## config.mk

```make
export PLATFORM = sky130hd
export DESIGN_NAME = robo_step_scheduler_flat
export DESIGN_NICKNAME = d
export VERILOG_FILES = /design/src/rtl/robo_step_scheduler_if.sv /design/src/rtl/robo_step_scheduler.sv /design/src/flat_wrapper.sv
export SDC_FILE = /design/constraint.sdc
export NUM_CORES = 1
export LEC_CHECK = 0
export BUFFER_PORTS_ARGS = -buffer_cell sky130_fd_sc_hd__buf_2
export CAP_MARGIN = 20
export CORE_MARGIN = 5
export CORE_UTILIZATION = 49
export CTS_CLUSTER_DIAMETER = 120
export DETAILED_ROUTE_END_ITERATION = 16
export PLACE_DENSITY = 0.74
export SETUP_SLACK_MARGIN = 0.05
export SLEW_MARGIN = 20
export SYNTH_ARGS = -nofsm -noshare
export SYNTH_HDL_FRONTEND = slang
export SYNTH_SLANG_ARGS = --single-unit
```

## constraint.sdc

```tcl
create_clock -name clock -period 2.6 [get_ports clock]
set_clock_uncertainty 0.15 [all_clocks]
set_input_delay 0 -clock clock [delete_from_list [all_inputs] [get_ports clock]]
set_output_delay 0 -clock clock [all_outputs]
set_load 0.01 [all_outputs]
```

## src/rtl/robo_step_scheduler_if.sv

```systemverilog
// Actuator operation handshake between the step scheduler and the motor/vacuum unit.
interface robo_step_scheduler_if;
    logic       act_valid;
    logic [1:0] act_op;
    logic       act_ready;

    modport master (output act_valid, output act_op, input act_ready);
    modport slave  (input act_valid, input act_op, output act_ready);
endinterface

```

## src/rtl/robo_step_scheduler.sv

```systemverilog
// Sequences one Robo mission: sense, sample commands, issue one actuator op per step,
// track pose/heading and stop on budget exhaustion or a fault.
module robo_step_scheduler #(
    parameter int unsigned ROWS          = 10,
    parameter int unsigned COLS          = 20,
    parameter int unsigned ROW_W         = 4,
    parameter int unsigned COL_W         = 5,
    parameter int unsigned CNT_W         = 24,
    parameter int unsigned REMOVE_CYCLES = 4
) (
    input  logic                  clock,
    input  logic                  reset,
    input  logic                  start,
    input  logic [ROW_W-1:0]      start_row,
    input  logic [COL_W-1:0]      start_col,
    input  logic [1:0]            start_dir,
    input  logic [CNT_W-1:0]      move_budget,
    input  logic                  cmd_forward,
    input  logic                  cmd_turn,
    input  logic                  cmd_remove,
    output logic                  sense_req,
    robo_step_scheduler_if.master act,
    output logic [ROW_W-1:0]      row,
    output logic [COL_W-1:0]      col,
    output logic [1:0]            dir,
    output logic [CNT_W-1:0]      moves_done,
    output logic                  busy,
    output logic                  done,
    output logic                  fault,
    output logic [1:0]            fault_code
);
    localparam int unsigned    RC_W   = (REMOVE_CYCLES > 1) ? $clog2(REMOVE_CYCLES) : 1;
    localparam logic [ROW_W-1:0] ROWS_L = ROW_W'(ROWS);
    localparam logic [COL_W-1:0] COLS_L = COL_W'(COLS);
    localparam logic [1:0] DIR_N = 2'b00, DIR_S = 2'b01, DIR_L = 2'b10, DIR_O = 2'b11;
    localparam logic [1:0] OP_FWD = 2'b00, OP_TURN = 2'b01, OP_REMOVE = 2'b10;
    localparam logic [1:0] FC_BOUND = 2'd1, FC_MULTI = 2'd2, FC_POSE = 2'd3;

    typedef enum logic [2:0] {
        S_IDLE, S_SENSE, S_SAMPLE, S_ISSUE, S_REMOVING, S_DONE, S_FAULT
    } state_t;

    state_t            state_q, state_d;
    logic [ROW_W-1:0]  row_q, row_d;
    logic [COL_W-1:0]  col_q, col_d;
    logic [1:0]        dir_q, dir_d;
    logic [CNT_W-1:0]  moves_q, moves_d;
    logic [CNT_W-1:0]  budget_q, budget_d;
    logic [1:0]        fcode_q, fcode_d;
    logic [2:0]        cmd_q, cmd_d;       // {remove, turn, forward}
    logic [RC_W-1:0]   rcnt_q, rcnt_d;

    logic              step_end;
    logic              multi_cmd;
    logic              start_ok;
    logic              fwd_blocked;
    logic [ROW_W-1:0]  fwd_row;
    logic [COL_W-1:0]  fwd_col;
    logic [1:0]        left_dir;

    assign multi_cmd = (cmd_q[0] & cmd_q[1]) | (cmd_q[0] & cmd_q[2]) | (cmd_q[1] & cmd_q[2]);
    assign start_ok  = (start_row != '0) && (start_row <= ROWS_L) &&
                       (start_col != '0) && (start_col <= COLS_L);

    always_comb begin
        fwd_row     = row_q;
        fwd_col     = col_q;
        fwd_blocked = 1'b0;
        left_dir    = DIR_N;
        unique case (dir_q)
            DIR_N: begin fwd_blocked = (row_q == ROW_W'(1)); fwd_row = row_q - ROW_W'(1); left_dir = DIR_O; end
            DIR_S: begin fwd_blocked = (row_q == ROWS_L);    fwd_row = row_q + ROW_W'(1); left_dir = DIR_L; end
            DIR_L: begin fwd_blocked = (col_q == COLS_L);    fwd_col = col_q + COL_W'(1); left_dir = DIR_N; end
            default: begin fwd_blocked = (col_q == COL_W'(1)); fwd_col = col_q - COL_W'(1); left_dir = DIR_S; end
        endcase
    end

    always_comb begin
        state_d       = state_q;
        row_d         = row_q;
        col_d         = col_q;
        dir_d         = dir_q;
        moves_d       = moves_q;
        budget_d      = budget_q;
        fcode_d       = fcode_q;
        cmd_d         = cmd_q;
        rcnt_d        = rcnt_q;
        step_end      = 1'b0;
        act.act_valid = 1'b0;
        act.act_op    = OP_FWD;

        unique case (state_q)
            S_IDLE, S_DONE, S_FAULT: begin
                if (start) begin
                    row_d    = start_row;
                    col_d    = start_col;
                    dir_d    = start_dir;
                    budget_d = move_budget;
                    moves_d  = '0;
                    fcode_d  = '0;
                    if (!start_ok) begin
                        state_d = S_FAULT;
                        fcode_d = FC_POSE;
                    end else if (move_budget == '0) begin
                        state_d = S_DONE;
                    end else begin
                        state_d = S_SENSE;
                    end
                end
            end
            S_SENSE: state_d = S_SAMPLE;
            S_SAMPLE: begin
                cmd_d   = {cmd_remove, cmd_turn, cmd_forward};
                state_d = S_ISSUE;
            end
            S_ISSUE: begin
                if (multi_cmd) begin
                    state_d = S_FAULT;
                    fcode_d = FC_MULTI;
                end else if (cmd_q == '0) begin
                    step_end = 1'b1;
                end else if (cmd_q[0] && fwd_blocked) begin
                    state_d = S_FAULT;
                    fcode_d = FC_BOUND;
                end else begin
                    act.act_valid = 1'b1;
                    act.act_op    = cmd_q[0] ? OP_FWD : (cmd_q[1] ? OP_TURN : OP_REMOVE);
                    if (act.act_ready) begin
                        if (cmd_q[0]) begin
                            row_d    = fwd_row;
                            col_d    = fwd_col;
                            step_end = 1'b1;
                        end else if (cmd_q[1]) begin
                            dir_d    = left_dir;
                            step_end = 1'b1;
                        end else begin
                            rcnt_d  = RC_W'(REMOVE_CYCLES - 1);
                            state_d = S_REMOVING;
                        end
                    end
                end
            end
            S_REMOVING: begin
                if (rcnt_q == '0) step_end = 1'b1;
                else              rcnt_d   = rcnt_q - RC_W'(1);
            end
            default: state_d = S_IDLE;
        endcase

        // Every step retires here, whichever path it took.
        if (step_end) begin
            moves_d = moves_q + CNT_W'(1);
            state_d = (moves_d == budget_q) ? S_DONE : S_SENSE;
        end
    end

    always_ff @(posedge clock or negedge reset) begin
        if (!reset) begin
            state_q  <= S_IDLE;
            row_q    <= '0;
            col_q    <= '0;
            dir_q    <= '0;
            moves_q  <= '0;
            budget_q <= '0;
            fcode_q  <= '0;
            cmd_q    <= '0;
            rcnt_q   <= '0;
        end else begin
            state_q  <= state_d;
            row_q    <= row_d;
            col_q    <= col_d;
            dir_q    <= dir_d;
            moves_q  <= moves_d;
            budget_q <= budget_d;
            fcode_q  <= fcode_d;
            cmd_q    <= cmd_d;
            rcnt_q   <= rcnt_d;
        end
    end

    assign sense_req  = (state_q == S_SENSE);
    assign busy       = (state_q == S_SENSE) || (state_q == S_SAMPLE) ||
                        (state_q == S_ISSUE) || (state_q == S_REMOVING);
    assign done       = (state_q == S_DONE);
    assign fault      = (state_q == S_FAULT);
    assign fault_code = fcode_q;
    assign row        = row_q;
    assign col        = col_q;
    assign dir        = dir_q;
    assign moves_done = moves_q;
endmodule

```

## src/flat_wrapper.sv

```systemverilog
// flat-port wrapper written by rule: the top's interface ports become plain ports
module robo_step_scheduler_flat 
#(
    parameter int unsigned ROWS          = 10,
    parameter int unsigned COLS          = 20,
    parameter int unsigned ROW_W         = 4,
    parameter int unsigned COL_W         = 5,
    parameter int unsigned CNT_W         = 24,
    parameter int unsigned REMOVE_CYCLES = 4
)
  (clock, reset, start, start_row, start_col, start_dir, move_budget, cmd_forward, cmd_turn, cmd_remove, sense_req, row, col, dir, moves_done, busy, done, fault, fault_code, act_act_valid, act_act_op, act_act_ready);
  robo_step_scheduler_if act_i ();
  input  logic clock;
  input  logic reset;
  input  logic start;
  input  logic [ROW_W-1:0] start_row;
  input  logic [COL_W-1:0] start_col;
  input  logic [1:0] start_dir;
  input  logic [CNT_W-1:0] move_budget;
  input  logic cmd_forward;
  input  logic cmd_turn;
  input  logic cmd_remove;
  output logic sense_req;
  output logic [ROW_W-1:0] row;
  output logic [COL_W-1:0] col;
  output logic [1:0] dir;
  output logic [CNT_W-1:0] moves_done;
  output logic busy;
  output logic done;
  output logic fault;
  output logic [1:0] fault_code;
  output wire logic [$bits(act_i.act_valid)-1:0] act_act_valid;
  output wire logic [$bits(act_i.act_op)-1:0] act_act_op;
  input wire logic [$bits(act_i.act_ready)-1:0] act_act_ready;
  assign act_act_valid = act_i.act_valid;
  assign act_act_op = act_i.act_op;
  assign act_i.act_ready = act_act_ready;
  robo_step_scheduler #(.ROWS(ROWS), .COLS(COLS), .ROW_W(ROW_W), .COL_W(COL_W), .CNT_W(CNT_W), .REMOVE_CYCLES(REMOVE_CYCLES)) u_core (.clock(clock), .reset(reset), .start(start), .start_row(start_row), .start_col(start_col), .start_dir(start_dir), .move_budget(move_budget), .cmd_forward(cmd_forward), .cmd_turn(cmd_turn), .cmd_remove(cmd_remove), .sense_req(sense_req), .act(act_i), .row(row), .col(col), .dir(dir), .moves_done(moves_done), .busy(busy), .done(done), .fault(fault), .fault_code(fault_code));
endmodule
```

==> impl_metrics.tcl, run 1 <==
set metrics [dict create \
    fin_area_mm2 0.00641 \
    grt_pass1_wl_um 23000 \
    grt_antenna_before_repair 0 \
    r2r_cells 8 \
    synthArstFlopShare_pct 100 \
    hp-class "in -> async" \
    start_kind "register" \
    cts_tree "yes" \
    mostFrequentLayoutCells "nand2_1 (118), buf_2 (85), dfrtp_1 (65)" \
    area_growth_pct 36.1 \
    path_clk_slew_ns 0.08 \
    cts_buffer_depth 2 \
    finalWorstSetupSlack_ns 0.108 \
    dp.cells 799 \
    outcome "completed" \
    ant_nets 0 \
    rsz0062_at_grt "true" \
    cp_slowest_cell "or4_4" \
    synth_warnings 0 \
    gr-total-overflow 0 \
    coreArea_mm2 0.00933 \
    fin_worst_hold_slack_ns 0.0948 \
    cts_made_buffers 9 \
    clock_latency_ns 0.35 \
    cp_cell_sequence "ha_4 > nand3_4 > o31a_1 > or3_1 > a31oi_1 > a41oi_1 > or4_4 > o31ai_2" \
    r2r_slack_ns 0.11 \
    vias 4949 \
    synthFlopType "dfrtp_1" \
    place_congestion 0.890 \
    reg2reg_to "u_core.state_q[2]" \
    drt-pass1-iter-count 5 \
    place_area_mm2 0.00553 \
    p_per_area_mw_per_mm2 938 \
    synth.ff_latch_count 69 \
    synthCells 568 \
    crit_cells 8 \
    num_rows 35 \
    tightest_slew_ns 0.751 \
    place_ws_ns -0.00427 \
    synth_edf_count 0 \
    wl_per_cell_um 16.8 \
    avgSynthCellArea_um2 8.29 \
    setup_viol 0 \
    drt_iter0_drc 306 \
    drcViolationCount 0 \
    report.final.slew_viol_count 0 \
    cp_slowest_stage_delay_ns 0.50 \
    avgViaCountPerCell 5.73 \
    htreeDepth 3 \
    grt_pass1_vias 4858 \
    required_ns 2.71 \
    die_x_um 108 \
    design.portCount 86 \
    track_usage_pct 24.5 \
    fin_nets 786 \
    cap_violations 0 \
    place_hpwl_um 9860 \
    cp.arrival_ns 2.60 \
    relSlewSlack_pct 50.0 \
    initial_core_util_pct 50.5 \
    worstSetupPathType "reg -> reg" \
    grt_max_degree 40 \
    crit_fanout 8 \
    synthesis.nets 624 \
    r2r_start "u_core.moves_done[1]" \
    io_buffer_count 85 \
    die_area_mm2 0.0117 \
    netlist_area_mm2 0.00471 \
    drive_above_1_share_pct 28.6 \
    hold_violations 0 \
    path_delay_family "simple AND/OR/NAND/NOR gates" \
    diodes 0 \
    min_period_over_period_pct 95.8 \
    timing.fmax_mhz 401 \
    die_h_um 108 \
    worst-path-buf-inv 0 \
    synth-seq-area-share_pct 36.7 \
    endpoint_kind "register" \
    routed_wl_um 14500 \
    layout_commonest_cell "nand2_1" \
    min_period_ns 2.49 \
    synthDistinctLibCells 64 \
    leakagePower_nw 3.01 \
    fin_cells 864 \
    ir_drop_v 0.000446 \
    root_buffer "clkbuf_8" \
    cts_sinks 69 \
]
[stage by stage]
step                      power, mW  utilization, %  TNS [ns]
after floorplan                3.74               -         0
after global routing           6.44            68.7   -0.0265
after global placement         4.59            59.2         0
after CTS                      5.79            66.5         0
final                          6.01            68.7         0
after detailed placement       4.71            59.2  -0.00427
[how the worst max path moves through the flow]
stage | from | end | slack (ns)
6_report | u_core.moves_done[1] | u_core.state_q[2] | 0.11
2_1_floorplan | u_core.moves_done[7] | u_core.state_q[2] | 0.06
3_3_place_gp | u_core.moves_done[0] | u_core.state_q[2] | 0.06
3_5_place_dp | u_core.moves_done[0] | u_core.state_q[2] | -0.004
5_1_grt | u_core.moves_done[1] | u_core.state_q[2] | -0.03
4_1_cts | u_core.col[1] | u_core.moves_done[0] | 0.05
[Yosys cell counts (4+ instances only)]
master    number  share of area [%]
nand2_1      119                9.5
dfrtp_1       69                 37
o21ai_0       44                4.7
a21oi_1       36                3.8
nor2_1        27                2.2
xnor2_1       25                4.6
clkbuf_1      20                1.6
nand3_1       20                2.1
inv_1         19                1.5
nor3_1        18                1.9
ha_1          14                3.7
nor4_1        12                1.6
xor2_1        12                2.2
mux2i_1       10                2.1
a31oi_1        8                1.1
o21ai_1        8               0.85
mux2_2         7                1.7
nand4_1        7               0.93
or4_1          6               0.96
buf_2          5               0.53
or3_1          5               0.66
a21o_1         4               0.64
and3_1         4               0.53
nor2b_1        4               0.53
o21a_1         4               0.64
o22ai_1        4               0.53
[final cells by class]
cell class,instances,area (um^2)
clock buffers,10,138
flip-flops and latches,69,1730
well taps,129,161
fillers,711,2920
multi-input cells,450,2960
clock inverters,6,86.3
inverters,19,71.3
repair buffers,181,1260
[power breakdown]
part           total, mW  switching (mW)  internal [mW]
combinational       3.20            1.83           1.37
clock              0.999           0.435          0.565
sequential          1.82           0.386           1.43
[per-layer routing]
metal	GRT usage [%]	up-vias	part of all wire, %
met5	0	-	0
met4	8.21	0	2.1
met3	3.82	34	6.0
met2	42.9	191	50
met1	30.9	2394	42
li1	-	2330	-
[registers in the layout, indices dropped and copies added, names as in the netlist]
name and flops:
u_core.budget_q 24, u_core.cmd_q 3, u_core.col 5, u_core.dir 2, u_core.fault_code 2, u_core.moves_done 24
u_core.rcnt_q 2, u_core.row 4, u_core.state_q 3
[timing repair]
| item | 4_1_cts | 5_1_grt |
|---|---|---|
| hold buffers | 39 | 0 |
| buffers inserted | 5 | 5 |
| setup endpoints to repair | 1 | 41 |
| hold endpoints to repair | 68 | 0 |
| pin swaps | 4 | 7 |
| gates resized for setup | 4 | 35 |
[cells by family after synthesis]
group | count (synthesis) | synth area share, %
AOI/OAI and AO/OA | 130 | 16.2
xor gates and xnor gates | 37 | 6.88
adders and majority gates | 17 | 4.36
buffers and inverters | 49 | 4.65
DFF | 69 | 36.7
muxes | 17 | 3.80
and+or+nand+nor | 249 | 27.4
Note: power is estimated with default switching activity, not from simulation.
==> run 2, diff against run 1 <==
- ABC_AREA: not set -> 1
- PLACE_DENSITY: 0.74 -> 0.81
==> impl_metrics.tcl, run 2 <==
set metrics [dict create \
    avgViaCountPerCell 5.29 \
    grt_antenna_before_repair 1 \
    place_hpwl_um 9670 \
    leakagePower_nw 2.90 \
    ir_drop_v 0.000802 \
    synthDistinctLibCells 35 \
    drive_above_1_share_pct 18.2 \
    grt_pass1_vias 4769 \
    outcome "completed" \
    yosysTopAreaCell "dfrtp_1" \
    cp_slowest_stage_delay_ns 0.45 \
    required_ns 2.69 \
    hold_violations 0 \
    avgSynthCellArea_um2 6.98 \
    cts_made_buffers 9 \
    path_delay_family "simple AND/OR/NAND/NOR gates" \
    grt_max_degree 70 \
    use_met2_pct 41.4 \
    netlist_area_mm2 0.00463 \
    io_buffer_count 85 \
    drt-pass1-iter-count 7 \
    gr-total-overflow 0 \
    die_h_um 107 \
    htreeDepth 3 \
    crit_fanout 8 \
    die_area_mm2 0.0115 \
    num_rows 35 \
    track_usage_pct 23.6 \
    synthFlopType "dfrtp_1" \
    grtUsageMet3_pct 3.73 \
    relSlewSlack_pct 41.0 \
    total_power_mw 5.38 \
    ant_nets 0 \
    use_met1_pct 28.1 \
    grt_pass1_wl_um 21800 \
    synthArstFlopShare_pct 100 \
    mostFrequentLayoutCells "nand2_1 (200), buf_2 (85), inv_1 (81)" \
    path_clk_slew_ns 0.08 \
    cts_sinks 69 \
    area_growth_pct 26.9 \
    cts_buffer_depth 2 \
    p_per_area_mw_per_mm2 916 \
    cp.arrival_ns 2.51 \
    vias 4909 \
    wl_per_cell_um 14.6 \
    place_congestion 0.902 \
    timing.fmax_mhz 414 \
    cp_cell_sequence "ha_1 > nand2_1 > nand2_1 > nand3_1 > nand3_1 > nand2_1 > nor2_1 > nor2_1 > o211ai_1 > nor3_4 > buf_12 > inv_2 > nand2_1 > o21ai_2" \
    fillers 805 \
    coreArea_mm2 0.00924 \
    endpoint_kind "register" \
    cap_violations 0 \
    tightest_slew_ns 0.885 \
    rsz0062_at_grt "true" \
    synthesis.nets 719 \
    gr-max-usage-layer "met2" \
    synth.top_cell.area_share_pct 37.3 \
    synthCells 663 \
    synth.ff_latch_count 69 \
    start_kind "register" \
    worstSetupPathType "reg -> reg" \
    synth_warnings 0 \
    clock_latency_ns 0.36 \
    min_period_ns 2.42 \
    setup_tns_ns 0 \
    die_x_um 107 \
    synth_edf_count 0 \
    routed_wl_um 13500 \
    synthTopCellsByArea "dfrtp_1 (37%), nand2_1 (16%), inv_1 (6.6%)" \
    report.final.slew_viol_count 0 \
    initial_core_util_pct 50.1 \
    cp_slowest_cell "dfrtp_2" \
    setup_viol 0 \
    cp_common_cell "nand2_1" \
    root_buffer "clkbuf_8" \
    hp-class "in -> reg" \
    synth_most_common_cell "nand2_1" \
    worst-path-buf-inv 2 \
    ys_top_cells_by_count "nand2_1 (200), inv_1 (81), dfrtp_1 (69)" \
    fin_nets 849 \
    min_period_over_period_pct 92.9 \
    drt_iter0_drc 270 \
    synth-seq-area-share_pct 37.3 \
    layout_commonest_cell "nand2_1" \
    drcViolationCount 0 \
    cts_tree "yes" \
    design.portCount 86 \
]
==> run 2: cell families (layout without fill, tap and decap cells) <==
logic type / Yosys count / count (layout) / synth area share (%)
compound gates: 106 / 106 / 12.3
xor+xnor: 13 / 13 / 3.51
fa+ha+maj: 14 / 14 / 3.78
buf+inv: 99 / 234 / 8.33
flops: 69 / 69 / 37.3
mux: 2 / 2 / 0.460
other cells: 0 / 1 / 0
simple gates: 360 / 360 / 34.3
==> run 2: metal layers <==
| layer | routed length (um) | part of all wire (%) |
|---|---|---|
| met2 | 6630 | 49 |
| met4 | 495 | 3.7 |
| met5 | 0 | 0 |
| met3 | 911 | 6.7 |
| met1 | 5500 | 41 |
==> run 2: repair_timing <==
item / in CTS / in global routing
endpoints found under the setup margin: 0 / 33
resized for setup: 0 / 4
hold buffers: 39 / 0
setup buffers: 0 / 2
hold endpoints to repair: 107 / 0
==> run 2: layout make-up <==
cell class              instances  area [um^2]  share of cell area [%]
diodes                          1         2.50                  0.0426
clock buffers                   9          124                    2.11
clock inverters                 7          123                    2.09
inverters                      87          327                    5.56
multi-input cells             495         2520                    42.9
flip-flops and latches         69         1730                    29.4
well taps                     129          161                    2.75
repair buffers                131          888                    15.1
==> run 2: tightest hold or removal path, delay by kind of cell <==
family	cells	cell delay [ns]
AND/OR/NAND/NOR	2	0.16
AO/OA/AOI/OAI	2	0.24
buffers and inverters	1	0.12
==> run 2: per-stage QoR <==
stage               area, um^2  worst slack [ns]  hold WS, ns  std cells  util (%)
global route              5870           0.00303       0.0978        928      63.6
detailed placement        5190             0.184       0.0785        870      56.2
CTS                       5830             0.159       0.0435        925      63.1
floorplan                 4630             0.483       -0.446        663         -
finish                    5870             0.185       0.0656        928      63.6
global placement          5190             0.302       0.0741        870      56.2
==> run 2: path summary, 6_finish.rpt <==
| path | from | to | slack (ns) | cells past startpoint |
|---|---|---|---|---|
| setup / recovery | u_core.dir[0] | u_core.col[1] | 0.18 | 14 |
| hold / removal | act_act_ready | u_core.rcnt_q[1] | 0.07 | 5 |
| setup reg to reg | u_core.dir[0] | u_core.col[1] | 0.18 | 14 |
| hold reg to reg | u_core.budget_q[15] | u_core.budget_q[15] | 0.36 | 2 |
| max in group asynchronous | reset | u_core.dir[0] | 1.46 | 3 |
| min in group asynchronous | reset | u_core.moves_done[5] | 0.24 | 3 |
==> run 2: power by group <==
group | internal [mW] | switching (mW)
clock | 0.642 | 0.457
combinational | 0.952 | 1.57
sequential | 1.43 | 0.322
